$ cat config.mk
export PLATFORM = sky130hd
export DESIGN_NAME = beat_loader
export DESIGN_NICKNAME = d
export VERILOG_FILES = /design/src/rtl/apu_pkg.sv /design/src/rtl/beat_packer.sv /design/src/rtl/beat_loader.sv
export SDC_FILE = /design/constraint.sdc
export NUM_CORES = 1
export LEC_CHECK = 0
export ABC_CLOCK_PERIOD_IN_PS = 2100
export BUFFER_PORTS_ARGS = -buffer_cell sky130_fd_sc_hd__buf_2
export CAP_MARGIN = 10
export CELL_PAD_IN_SITES_DETAIL_PLACEMENT = 1
export CELL_PAD_IN_SITES_GLOBAL_PLACEMENT = 2
export CORE_MARGIN = 5
export CORE_UTILIZATION = 30
export DETAILED_ROUTE_END_ITERATION = 7
export PLACE_DENSITY_LB_ADDON = 0.08
export SLEW_MARGIN = 20
export SYNTH_ARGS = -nofsm -noshare
export SYNTH_HDL_FRONTEND = slang
export SYNTH_SLANG_ARGS = --single-unit
$ cat constraint.sdc
create_clock -name clk -period 2.1 [get_ports clk]
set_input_delay 0.21 -clock clk [delete_from_list [all_inputs] [get_ports clk]]
set_output_delay 0.21 -clock clk [all_outputs]
set_load 0.005 [all_outputs]
$ cat src/rtl/apu_pkg.sv
// rtl/apu_pkg.sv - shared audio-unit constants, beat word type and loader states
package apu_pkg;

    localparam int ADDR_W = 10;
    localparam int TONE_W = 4;
    localparam int VOICES = 4;
    localparam int BEAT_W = VOICES * TONE_W;

    // One beat word: voice 0 occupies the most significant nibble
    typedef logic [BEAT_W-1:0] beat_t;

    typedef enum logic [1:0] {
        LD_IDLE    = 2'd0,
        LD_COLLECT = 2'd1,
        LD_WRITE   = 2'd2,
        LD_DONE    = 2'd3
    } loader_state_t;

endpackage

$ cat src/rtl/beat_packer.sv
// rtl/beat_packer.sv - packs VOICES consecutive tone codes into one beat word
module beat_packer #(
    parameter int TONE_W = apu_pkg::TONE_W,
    parameter int VOICES = apu_pkg::VOICES
) (
    input  logic                       clk,
    input  logic                       reset,
    input  logic                       clr,
    input  logic                       shift_en,
    input  logic [TONE_W-1:0]          nibble,
    output logic [VOICES*TONE_W-1:0]   word,
    output logic                       word_ready
);

    localparam int BEAT_W = VOICES * TONE_W;
    localparam int CNT_W  = (VOICES > 1) ? $clog2(VOICES) : 1;

    logic [BEAT_W-1:0] sr;
    logic [CNT_W-1:0]  cnt;

    // The word including the code being accepted now, so the loader can
    // latch a complete beat on the same edge as the final handshake.
    assign word       = {sr[BEAT_W-TONE_W-1:0], nibble};
    assign word_ready = shift_en & (cnt == CNT_W'(VOICES - 1));

    // Shift codes in from the LSB end; counter wraps after VOICES codes
    always_ff @(posedge clk or negedge reset) begin
        if (!reset) begin
            sr  <= '0;
            cnt <= '0;
        end else if (clr) begin
            sr  <= '0;
            cnt <= '0;
        end else if (shift_en) begin
            sr  <= word;
            cnt <= (cnt == CNT_W'(VOICES - 1)) ? '0 : cnt + CNT_W'(1);
        end
    end

endmodule

$ cat src/rtl/beat_loader.sv
// rtl/beat_loader.sv - streams tone codes into beat BRAM port B over an address range
module beat_loader
    import apu_pkg::*;
#(
    parameter int ADDR_W = apu_pkg::ADDR_W,
    parameter int TONE_W = apu_pkg::TONE_W,
    parameter int VOICES = apu_pkg::VOICES
) (
    input  logic                       clk,
    input  logic                       reset,
    input  logic                       start,
    input  logic                       abort,
    input  logic [ADDR_W-1:0]          start_addr,
    input  logic [ADDR_W-1:0]          end_addr,
    input  logic [TONE_W-1:0]          tone_in,
    input  logic                       tone_valid,
    output logic                       tone_ready,
    output logic [ADDR_W-1:0]          addr_b,
    output logic [VOICES*TONE_W-1:0]   data_b,
    output logic                       we_b,
    output logic                       busy,
    output logic                       done,
    output logic                       error,
    output logic [ADDR_W:0]            beat_count
);

    localparam int BEAT_W = VOICES * TONE_W;

    loader_state_t     state;
    logic [ADDR_W-1:0] ptr;
    logic [ADDR_W-1:0] end_q;
    logic              shift_en;
    logic              packer_clr;
    logic              word_ready;
    logic [BEAT_W-1:0] packed_word;

    // Status strobes decode straight from state so reset clears them at once
    assign tone_ready = (state == LD_COLLECT);
    assign we_b       = (state == LD_WRITE);
    assign done       = (state == LD_DONE);
    assign busy       = (state != LD_IDLE);

    // Abort wins over a same-cycle handshake, so the code is left unconsumed
    assign shift_en   = tone_valid & tone_ready & ~abort;
    // Holding the packer clear while idle guarantees each load starts on voice 0
    assign packer_clr = (state == LD_IDLE) | abort;

    beat_packer #(
        .TONE_W (TONE_W),
        .VOICES (VOICES)
    ) u_packer (
        .clk        (clk),
        .reset      (reset),
        .clr        (packer_clr),
        .shift_en   (shift_en),
        .nibble     (tone_in),
        .word       (packed_word),
        .word_ready (word_ready)
    );

    // Load sequencer: range capture, word write-out, pointer and beat counting
    always_ff @(posedge clk or negedge reset) begin
        if (!reset) begin
            state      <= LD_IDLE;
            ptr        <= '0;
            end_q      <= '0;
            addr_b     <= '0;
            data_b     <= '0;
            beat_count <= '0;
            error      <= 1'b0;
        end else begin
            case (state)
                LD_IDLE: begin
                    if (start) begin
                        if (start_addr <= end_addr) begin
                            ptr        <= start_addr;
                            end_q      <= end_addr;
                            beat_count <= '0;
                            error      <= 1'b0;
                            state      <= LD_COLLECT;
                        end else begin
                            error <= 1'b1;
                        end
                    end
                end
                LD_COLLECT: begin
                    if (abort) begin
                        state <= LD_IDLE;
                    end else if (word_ready) begin
                        // Address and data are presented for the whole WRITE cycle
                        addr_b     <= ptr;
                        data_b     <= packed_word;
                        beat_count <= beat_count + {{ADDR_W{1'b0}}, 1'b1};
                        state      <= LD_WRITE;
                    end
                end
                LD_WRITE: begin
                    if (abort) begin
                        state <= LD_IDLE;
                    end else if (ptr == end_q) begin
                        // Stop at end_addr rather than incrementing, so ptr never wraps
                        state <= LD_DONE;
                    end else begin
                        ptr   <= ptr + {{(ADDR_W-1){1'b0}}, 1'b1};
                        state <= LD_COLLECT;
                    end
                end
                LD_DONE: begin
                    state <= LD_IDLE;
                end
                default: begin
                    state <= LD_IDLE;
                end
            endcase
        end
    end

endmodule

==> results.md <==
- The worst-case IR drop observed on VDD is 0.4507 mV.
- The finished cells cover 0.004554 sq mm.
- After Yosys synthesis, XOR and XNOR cells account for 2.460% of the synthesized area.
- Once layout is complete, the cells apart from fillers number 623.
- The slew at the pin closest to its max-slew limit is 531.1 ps.
- The pre-CTS setup slack is -287.4 ps.
- The critical path capture point type is a flop.
- The critical path starts at start_addr[9].
- STA puts the critical path data required time at 2350 ps.
- CTS built an H-tree with a depth of 3.
- The die is 118.9 microns tall.
- Combinational logic burns 20.3% of the power.
- In the synthesized netlist the dominant register cell turns out to be dfrtp_1.
- The average instance area after synthesis is 9.343 sq um.
- Synthesis produced a netlist with a net count of 423.
- Setup violations remaining at the end of the flow were counted as 0.
- Derived from the worst setup path, the maximum achievable clock frequency is 0.5211 GHz.
- The core region area is 0.01152 sq mm.
- Entering global routing, the biggest net connects 32 pins.
- The number of rows created at floorplan is 39.
- The clock tree from TritonCTS is done.
- Measured along the x axis, the die boundary spans 118.9 microns.
- The Yosys step of the flow raised 0 warnings.
- The stage delay of the slowest cell on the critical path is 480 ps.
- After legalization and detailed placement, the total HPWL measured 7558 microns.
- In this run, placement finished with an instance count of 606.
- The global routing usage summed across all routing layers is 14.77%.
- The post-route fraction of the period consumed by the critical path is 91.39%.
- The number of enable flip-flop cells after synthesis is 0.
- The tightest slew margin relative to the limit is 64.59%.
- The fraction of layout cells with a size suffix above 1 is 25.83%.
- The worst setup path category is in -> reg.
- By area, the combinational part of the netlist is dominated by simple AND/OR/NAND/NOR gates.
- Among the stages of the critical path, the cell type that occurs most often is a21oi_1.
- STA classifies the critical path startpoint as an input pin.
- The area of the mapped netlist is 0.003560 sq mm.
- Setup repair after global routing left no endpoint under its margin.
- The number of CTS-inserted buffers is 9.
- In this run, the clock network consumes 35.8% of the power.
- The number of buffers and inverters on the critical path is 2.
- After detailed routing, the average wire length per cell comes to 16.13 microns.
- The startpoint identified for the worst hold timing path is tone_in[3].
- Among cell families on the critical path, the largest total delay comes from compound AO/OA/AOI/OAI gates.
- For this run, the share of the core covered by cells in the final layout is 39.55%.
- The class of the tightest hold or removal check is in -> reg.
- For this design the total switching power over the nets is 1.319 mW.
- Of the total synthesized cell area, the portion taken by AND, OR, NAND and NOR gates is 18.66%.
- The violation count after the first detailed-routing iteration is 109.
- For the worst setup path, the data arrival time is 2170 ps.
- Summing the areas of all compound-gate instances in the mapped netlist gives 17.47% of the synthesized area.
- Net switching is 31.81% of the power.
- After clock tree synthesis, the clock-pin slew on the worst setup and hold paths is 60 ps.
- The detailed-router iteration count before antenna repair is 4.
- For this run, design rule violations remaining after detail routing come to 0.
- For the final database, setup skew stands at 6.057 ps.
- The path with the worst hold slack has its endpoint at data_b[3]$_DFFE_PN0P_.
- The fraction of the mapped netlist area in adder cells is 4.569%.
- Summed over all layers, the global routing overflow is 0.
- The number of global-route vias before repair is 3,296.
- The setup check on the worst reg-to-reg path leaves a slack of 210 ps.
- The leakage power is 2.367 nW.
- The number of max-capacitance violations reported is 0.
- The proportion of power drawn by flip-flops and latches is 43.9%.
- The final routed wirelength across all metal layers is 10,050 microns.
- The initial antenna violation count came to 0.
- The number of nets with antenna violations after routing is 0.
- The flow ran to the end, and the final reports show no timing, DRC or antenna violations.
- The power per unit of standard cell area is 910.4 mW/mm^2.
- The cell count after synthesis is 381.
- The clock period minus worst slack is 1919 ps.
- The first global-routing pass estimated 17,010 microns of wire.
- For the worst-skew pair, the clock arrives at the later sink with an insertion delay of 330 ps.
- The master of the slowest instance on the critical path is a2111oi_4.
- The proportion of synthesized area in mux cells is 0.3163%.
- Of the post-synthesis cell area, the dominant cell type holds 52.02%.
- The total number of clock tree sinks is 74.
- The aggregate negative setup slack is 0 ps.
- The area growth from synthesis to final layout is 27.94%.
- The number of hold violations in the final report was 0.
- In this run the worst path has a maximum fanout of 18.
- After synthesis, flip-flops and latches occupy 52.02% of the total area.
- The maximum clock path buffer count is 2.
- Walking the worst path, the cells encountered are buf_2 > ha_1 > a21oi_1 > o21ai_0 > a2111oi_4 > o31a_1 > buf_12 > a21oi_1 > a31oi_1.
- The routability-driven placement congestion ratio is 0.7737.
- For this run, the post-layout net count is 517.
- The worst reg2reg path startpoint is state[1]$_DFFE_PN0P_.
- The cell count of the worst reg-to-reg path is 7.
- The initial utilization of the core area, before any placement, comes to 30.91%.
- Ranked by total cell area, the synthesized netlist is headed by dfrtp_1 (52%), nand2_1 (11%), ha_1 (4.6%), a22o_1 (3.4%), o21ai_0 (3.2%).
- The count of unique library cells instantiated by Yosys is 41.
- The number of pins with negative max-slew slack in the final report came to 0.
- Across all setup checks in the final design, the least slack found is 180.8 ps.
- The number of cells on the worst hold path is 3.
- The die covers 0.01414 sq mm.
- The clock tree root buffer cell is clkbuf_16.
- Detailed routing inserted a total of 3,059 vias.
- The proportion of synthesized flip-flops having asynchronous set or reset is 100.0%.
- Buffers placed on the I/O ports in this run total 70.
- The synthesized design spends more area on one cell type than any other, namely dfrtp_1.
- The number of top-level design ports is 71.
- The total placed instance area is 0.004249 sq mm.
- The repair_antennas step left the layout with diodes totalling 0.
- The worst register-to-register path ends at ptr[3]$_DFFE_PN0P_.
- The post-detailed-route via-to-cell ratio is 4.910.
- Synthesis inferred 74 register bits.
- The internal power contribution is 2.828 mW.
through the flow:
step           total power [mW]  hold WS (ps)
2_1_floorplan             2.328        -85.59
3_3_place_gp              2.668         191.0
3_5_place_dp              2.695         195.1
4_1_cts                   4.208         81.07
5_1_grt                   4.402         99.70
6_report                  4.147         88.83
logic make-up after synthesis:
family | count (synthesis)
buf+inv | 35
simple gates | 152
compound gates | 96
xor+xnor | 10
fa+ha+maj | 13
flops | 74
mux | 1
final cells by class:
cell class | count | area, sq um
Inverter | 16 | 60.06
Multi-Input combinational cell | 272 | 1559
Clock inverter | 7 | 58.81
Tap cell | 143 | 178.9
Sequential cell | 74 | 1852
Timing Repair Buffer | 102 | 620.6
Clock buffer | 9 | 225.2
Fill cell | 1369 | 6962
Yosys cell counts, types with 2 or more instances:
cell type	instances
buf_2	5
xnor2_1	10
and3_1	6
a21oi_1	20
o31a_1	2
nor2_1	13
clkbuf_1	9
o21ai_0	23
a22o_1	14
ha_1	13
a31oi_1	4
buf_4	4
nand4_1	6
inv_1	16
nand3_1	7
and2_1	2
o21ai_1	17
o22ai_1	3
nand2b_1	5
nor3_1	3
dfrtp_1	74
nand2_1	106
worst min-delay path, stage by stage:
cell,delay [ps]
buf_2,90
nand2_1,40
nand2_1,50
registers in the layout, indices dropped and copies added (netlist names):
signal / flops
u_packer.sr: 12
error: 1
ptr: 10
addr_b: 10
state: 2
beat_count: 11
u_packer.cnt: 2
end_q: 10
data_b: 16
timing repair:
item	4_1_cts	5_1_grt
resized for setup	0	1
buffers inserted	0	0
endpoints found under the setup margin	0	7
hold endpoints to repair	28	0
hold buffers	1	0
power by group through the flow:
stage	clock (mW)	sequential, mW	combinational (mW)
after global routing	1.59	1.86	0.954
after CTS	1.53	1.83	0.854
final	1.48	1.82	0.841
after floorplan	0	1.77	0.554
after detailed placement	0	1.85	0.845
after global placement	0	1.85	0.819
metal layers:
layer	GRT usage [%]	wire [microns]
met5	0	0
met4	5.648	145
met3	2.464	316
met2	22.31	4371
met1	21.22	5218
how the worst max path moves through the flow:
stage,end,slack [ps],cells after the start
after floorplan,ptr[1]$_DFFE_PN0P_,210,10
after detailed placement,beat_count[2]$_DFFE_PN0P_,-290,8
after global placement,beat_count[2]$_DFFE_PN0P_,-210,9
after CTS,beat_count[2]$_DFFE_PN0P_,60,8
after global routing,beat_count[10]$_DFFE_PN0P_,8,8
final,ptr[3]$_DFFE_PN0P_,180,9
cell usage in the layout, fill, tap and decap left out, types with 2 or more instances in the layout:
cell type   synthesis  final
nor3_1              3      3
nor2_1             13     13
buf_12              0      2
inv_1              16     16
nand3_1             7      7
o21ai_1            17     17
nand4_1             6      6
and3_1              6      6
clkinvlp_4          0      2
xnor2_1            10     10
nand2_1           106    106
dfrtp_1            74     74
a22o_1             14     14
nand2b_1            5      5
inv_6               0      5
o22ai_1             3      3
a21oi_1            20     20
buf_4               4     30
o21ai_0            23     23
o31a_1              2      2
and2_1              2      2
buf_2               5     69
a31oi_1             4      4
ha_1               13     13
clkbuf_16           0      9
No activity file was read; power rests on OpenSTA's default activity.
